<file path="src/rtl/maj_net_eval.sv">
// maj_net_eval: programmable majority-of-three network evaluator, one node per cycle.
// Define MAJ_SWEEP_EN to build the exhaustive truth-table sweep counter.
module maj_net_eval #(
  parameter  int NUM_IN    = 7,
  parameter  int NUM_NODES = 8,
  parameter  int SEL_W     = $clog2(NUM_IN + NUM_NODES + 1),
  parameter  int LEN_W     = $clog2(NUM_NODES + 1),
  localparam int AW        = (NUM_NODES > 1) ? $clog2(NUM_NODES) : 1,
  localparam int OPW       = SEL_W + 1,
  localparam int CW        = 3 * OPW
) (
  input  logic              clk,
  input  logic              rst,
  input  logic              cfg_we,
  input  logic [AW-1:0]     cfg_addr,
  input  logic [CW-1:0]     cfg_data,
  output logic              cfg_err,
  input  logic              in_valid,
  output logic              in_ready,
  input  logic [NUM_IN-1:0] in_x,
  input  logic [LEN_W-1:0]  in_len,
  output logic              out_valid,
  input  logic              out_ready,
`ifdef MAJ_SWEEP_EN
  input  logic              sweep_start,
  output logic              sweep_busy,
  output logic              sweep_done,
  output logic [NUM_IN:0]   sweep_count,
`endif
  output logic              out_bit
);

  typedef enum logic [1:0] {S_IDLE, S_EVAL, S_DONE, S_SNXT} state_t;

  state_t                r_state, w_next;
  logic [CW-1:0]         r_tbl [NUM_NODES];
  logic [NUM_NODES-1:0]  r_res;
  logic [NUM_IN-1:0]     r_x;
  logic [LEN_W-1:0]      r_len;
  logic [AW-1:0]         r_idx;
  logic                  r_out;
  logic                  r_cfg_err;

  logic [LEN_W-1:0]      w_len_sat;
  logic [CW-1:0]         w_entry;
  logic                  w_a, w_b, w_c, w_maj, w_last;

`ifdef MAJ_SWEEP_EN
  logic                  r_swp;
  logic                  r_sdone;
  logic [NUM_IN:0]       r_cnt;
`endif

  // Operand fetch: sel 0 and any unmapped sel read 0; inv applies after selection.
  function automatic logic f_opnd(input logic [OPW-1:0] op,
                                  input logic [NUM_IN-1:0] x,
                                  input logic [NUM_NODES-1:0] res);
    logic v;
    v = 1'b0;
    for (int k = 0; k < NUM_IN; k++)
      if (int'(op[SEL_W-1:0]) == k + 1) v = x[k];
    for (int k = 0; k < NUM_NODES; k++)
      if (int'(op[SEL_W-1:0]) == NUM_IN + 1 + k) v = res[k];
    return v ^ op[SEL_W];
  endfunction

  assign w_len_sat = (in_len > LEN_W'(NUM_NODES)) ? LEN_W'(NUM_NODES) : in_len;
  assign w_entry   = r_tbl[r_idx];
  assign w_a       = f_opnd(w_entry[OPW-1:0],       r_x, r_res);
  assign w_b       = f_opnd(w_entry[2*OPW-1:OPW],   r_x, r_res);
  assign w_c       = f_opnd(w_entry[3*OPW-1:2*OPW], r_x, r_res);
  assign w_maj     = (w_a & w_b) | (w_a & w_c) | (w_b & w_c);
  assign w_last    = (LEN_W'(r_idx) == r_len - LEN_W'(1));

  always_ff @(posedge clk) begin
    if (rst) r_state <= S_IDLE;
    else     r_state <= w_next;
  end

  always_comb begin
    w_next = r_state;
    case (r_state)
      S_IDLE: begin
        if (in_valid) w_next = (w_len_sat == '0) ? S_DONE : S_EVAL;
`ifdef MAJ_SWEEP_EN
        else if (sweep_start) w_next = (w_len_sat == '0) ? S_SNXT : S_EVAL;
`endif
      end
      S_EVAL: begin
        if (w_last) begin
          w_next = S_DONE;
`ifdef MAJ_SWEEP_EN
          if (r_swp) w_next = S_SNXT;
`endif
        end
      end
      S_DONE: if (out_ready) w_next = S_IDLE;
`ifdef MAJ_SWEEP_EN
      S_SNXT: begin
        if (&r_x)                w_next = S_IDLE;
        else if (r_len != '0)    w_next = S_EVAL;
      end
`endif
      default: w_next = S_IDLE;
    endcase
  end

  always_comb begin
    in_ready    = (r_state == S_IDLE);
    out_valid   = (r_state == S_DONE);
    out_bit     = (r_state == S_DONE) & r_out;
    cfg_err     = r_cfg_err;
`ifdef MAJ_SWEEP_EN
    sweep_busy  = r_swp;
    sweep_done  = r_sdone;
    sweep_count = r_cnt;
`endif
  end

  always_ff @(posedge clk) begin
    if (rst) begin
      for (int n = 0; n < NUM_NODES; n++) r_tbl[n] <= '0;
      r_res     <= '0;
      r_x       <= '0;
      r_len     <= '0;
      r_idx     <= '0;
      r_out     <= 1'b0;
      r_cfg_err <= 1'b0;
`ifdef MAJ_SWEEP_EN
      r_swp     <= 1'b0;
      r_sdone   <= 1'b0;
      r_cnt     <= '0;
`endif
    end else begin
      r_cfg_err <= 1'b0;
`ifdef MAJ_SWEEP_EN
      r_sdone   <= 1'b0;
`endif
      // Table writes only land while idle; an accept in the same cycle sees the new entry.
      if (cfg_we) begin
        if (r_state == S_IDLE && int'(cfg_addr) < NUM_NODES) r_tbl[cfg_addr] <= cfg_data;
        else r_cfg_err <= 1'b1;
      end
      case (r_state)
        S_IDLE: begin
          if (in_valid) begin
            r_x   <= in_x;
            r_len <= w_len_sat;
            r_res <= '0;
            r_idx <= '0;
            r_out <= 1'b0;
          end
`ifdef MAJ_SWEEP_EN
          else if (sweep_start) begin
            r_x   <= '0;
            r_len <= w_len_sat;
            r_res <= '0;
            r_idx <= '0;
            r_out <= 1'b0;
            r_swp <= 1'b1;
            r_cnt <= '0;
          end
`endif
        end
        S_EVAL: begin
          r_res[r_idx] <= w_maj;
          r_idx        <= r_idx + AW'(1);
          if (w_last) r_out <= w_maj;
        end
`ifdef MAJ_SWEEP_EN
        S_SNXT: begin
          r_cnt <= r_cnt + (NUM_IN+1)'(r_out);
          if (&r_x) begin
            r_swp   <= 1'b0;
            r_sdone <= 1'b1;
          end else begin
            r_x   <= r_x + NUM_IN'(1);
            r_res <= '0;
            r_idx <= '0;
            r_out <= 1'b0;
          end
        end
`endif
        default: ;
      endcase
    end
  end

endmodule

</file>
<file path="config.mk">
export PLATFORM = sky130hd
export DESIGN_NAME = maj_net_eval
export DESIGN_NICKNAME = d
export VERILOG_FILES = /design/src/rtl/maj_net_eval.sv
export SDC_FILE = /design/constraint.sdc
export NUM_CORES = 1
export LEC_CHECK = 0
export ABC_AREA = 1
export CAP_MARGIN = 40
export CORE_MARGIN = 4
export CORE_UTILIZATION = 53
export DETAILED_ROUTE_END_ITERATION = 12
export GPL_ROUTABILITY_DRIVEN = 0
export GPL_TIMING_DRIVEN = 0
export PLACE_DENSITY_LB_ADDON = 0.2
export SLEW_MARGIN = 10
export SYNTH_ARGS = -nofsm -noshare
export SYNTH_HDL_FRONTEND = slang
export SYNTH_SLANG_ARGS = --single-unit
export TNS_END_PERCENT = 100
</file>
<file path="constraint.sdc">
create_clock -name clk -period 2.5 [get_ports clk]
set_input_delay 0.5 -clock clk [delete_from_list [all_inputs] [get_ports clk]]
set_output_delay 0.5 -clock clk [all_outputs]
set_load 0.05 [all_outputs]
</file>
==> out/metrics.cfg <==
[outcome]
status=finished with violations
violations=negative setup slack

[routing]
postRouteAntennaNets=0
avgRoutedWirePerCell_um=18.17
drc=0
dr.pass1.iters=6
drt_iter0_drc=713
vias_per_cell=5.633
routed_wirelength_mm=21.14
vias=6551

[placement]
preCtsSetupSlack_ns=-0.7473
hpwlAfterDp_mm=12.89
portBuffers=36

[yosys]
synthAdderAreaFrac=0.003352
yosysWarnings=0
ys.flop_type=edfxtp_1
synth-async-reset-ratio=0
synth_compound_area_frac=0.07761
synthCells=881
ys_seq_area_frac=0.5605
synth.net_count=917
synth_top_family_by_area=simple AND/OR/NAND/NOR gates
synth.cell_area_mm2=0.007465
synth-xor-area-share=0.004693
synthMuxAreaShare=0
ys_ff_latch=149
syn_avg_cell_area_um2=8.473
synth_edf_count=120
synthSimpleGateAreaFrac=0.2730
synth_cell_types=39

[run]
maxCapViolCount=0

[worst_setup_path]
critPathCaptureType=flop
critPathMaxFanout=7
cp-start-kind=flop
cp_cell_sequence=buf_4 -> clkbuf_16 -> buf_4 -> nand2_1 -> nand3_1 -> nand3_4 -> nand2_4 -> buf_4 -> o211ai_1 -> nand2_1 -> nand2_1 -> nand3_2 -> nand4_4 -> nand2_2 -> nand2_1 -> nand2_1 -> a21oi_2 -> buf_4 -> nand3_1 -> a21oi_2
worstSetupPathType=flop to flop
crit_required_ns=2.86
arrival_ns=3.01
critPathSlowestCell=dfxtp_4
max_stage_delay_ns=0.35
path_common_cell=nand2_1

[sta]
tightest_slew_ns=0.8458
hold_viol_final=0
fmax_mhz=377.6
setup_ws_ns=-0.1481
finalCritPeriodShare=1.059
clock_skew_ns=0.008680
slew_viol_final=0
period_minus_slack_ns=2.648
setup_viol=9
relSlewSlack=0.4361
timing.setup.tns_ns=-0.8664
rsz0062_at_grt=yes

[power_and_ir_drop]
ir_drop_mv=0.6550
leakage_nw=4.023
p_per_area_mw_per_mm2=877.3

[grt]
overflow=0
met3_usage=0.07116
grtUsageTotal=0.2486
grt_util_met2=0.4187
grt-busiest-layer=met2
antenna_found_initial=0
grt_max_degree=17
grt_util_met1=0.3075
grt_pass1_vias=5851
grt_pass1_wl_mm=30.37

[floorplanning]
die_x_um=126.7
die_area_mm2=0.01605
fp.dieH_um=126.7
rows=43
ios=38
core_area_mm2=0.01383
start_util=0.5399

[min_path]
hold_class=flop to flop

[cts]
path_clk_slew_ns=0.06
cts-buffers-inserted=17
cts_tree=done
clk_latency_ns=0.43
cts_buffer_depth=2
cts_sinks=149
cts_root_buf=clkbuf_16
htree_levels=4
postCtsHoldBufs=0

[final_layout]
final.fill_count=994
num_antenna_cells=0
drive_gt1_frac=0.1933
synthToLayoutAreaGrowth_pct=27.81
fin_nets=1006

[synthesized netlist by cell type, types with 4 or more instances]
cell | instances | area share
nand2_1 | 187 | 0.094
dfxtp_1 | 29 | 0.078
nand3_1 | 75 | 0.050
nor2_1 | 197 | 0.099
nor3_1 | 5 | 0.0034
o211ai_1 | 11 | 0.011
buf_2 | 6 | 0.0040
nand4_1 | 8 | 0.0067
a21oi_1 | 20 | 0.013
edfxtp_1 | 120 | 0.48
o21ai_1 | 11 | 0.0074
clkbuf_1 | 17 | 0.0085
nand2_2 | 9 | 0.0075
buf_4 | 7 | 0.0070
a32o_1 | 4 | 0.0054
o21ai_0 | 41 | 0.027
buf_6 | 8 | 0.012
inv_1 | 90 | 0.045
[state kept, by name, summed over array words and instances, names as in the netlist, named ones only]
name	count
cfg_err	1
r_idx	3
r_len	4
r_out	1
r_res	8
r_state	2
r_tbl	120
r_x	7
[stage by stage]
stage / instance area [µm²] / hold slack, ns / instances / total power, W / util
floorplan: 7467 / 0.4391 / 881 / 0.004402 / -
global placement: 8053 / 0.4594 / 1097 / 0.004938 / 0.5824
detailed placement: 8068 / 0.4616 / 1098 / 0.004959 / 0.5835
CTS: 8787 / 0.4700 / 1134 / 0.007552 / 0.6355
global route: 9540 / 0.4926 / 1163 / 0.008725 / 0.6900
finish: 9540 / 0.4845 / 1163 / 0.008370 / 0.6900
[metal layers]
| metal | up-vias | part of all wire |
|---|---|---|
| li1 | 3086 | - |
| met1 | 3055 | 0.39 |
| met2 | 336 | 0.48 |
| met3 | 74 | 0.090 |
| met4 | 0 | 0.039 |
| met5 | - | 0 |
[critical path: cells and delay by family (launching register included)]
kind	cells	cell delay, ns
AO/OA/AOI/OAI	3	0.45
buffers and inverters	5	0.69
AND/OR/NAND/NOR	12	1.06
flip-flops	1	0.35
[layout make-up]
class | instances | area (µm²) | share of cell area
Clock inverter | 14 | 148.9 | 0.01561
Sequential cell | 149 | 4188 | 0.4390
Buffer | 38 | 322.8 | 0.03384
Tap cell | 180 | 225.2 | 0.02361
Multi-Input combinational cell | 597 | 3070 | 0.3218
Inverter | 95 | 379.1 | 0.03974
Clock buffer | 18 | 429.2 | 0.04498
Timing Repair Buffer | 72 | 777.0 | 0.08144
[repair_timing]
item,CTS,global route
endpoints found under the setup margin,125,125
cloned,0,6
pin swaps,5,40
buffers inserted,5,24
gates resized for setup,39,128
[cells in the final DEF, fill, tap and decap left out, types with 4 or more instances in the layout]
cell,Yosys,routed
nand2_4,0,13
o21ai_1,11,14
buf_6,8,10
buf_4,7,29
nand3_2,2,16
o211ai_1,11,11
buf_12,0,4
inv_1,90,86
o21ai_4,0,4
nand2_2,9,24
a21oi_1,20,18
clkbuf_16,0,23
dfxtp_1,29,28
edfxtp_1,120,120
nand4_1,8,8
inv_6,0,4
o21ai_0,41,27
nand3_1,75,59
clkbuf_1,17,14
nor2_4,0,6
nor2_2,1,8
clkdlybuf4s50_1,0,36
a32o_1,4,4
nor3_1,5,5
nor2_1,197,184
inv_2,3,4
buf_8,0,7
o21ai_2,3,10
nand2_1,187,159
[path summary, 6_finish.rpt]
check             endpoint  start  slack [ns]  cells past startpoint
setup reg to reg     r_out   flop       -0.15                     20
setup / recovery     r_out   flop       -0.15                     20
hold reg to reg      r_out  r_out        0.48                      2
hold / removal       r_out  r_out        0.48                      2
[cell families (layout without fill, tap and decap cells)]
family / count (synthesis) / in the layout
XOR/XNOR: 4 / 4
buffers and inverters: 135 / 237
adder cells (fa/ha/maj): 2 / 2
AND/OR/NAND/NOR: 492 / 492
AO/OA/AOI/OAI: 99 / 99
flip-flops: 149 / 149
[power breakdown]
part           switching [W]  internal [W]
sequential         0.0000760       0.00283
combinational        0.00174       0.00119
clock                0.00105       0.00148
Power figures use the tool's default switching activity.
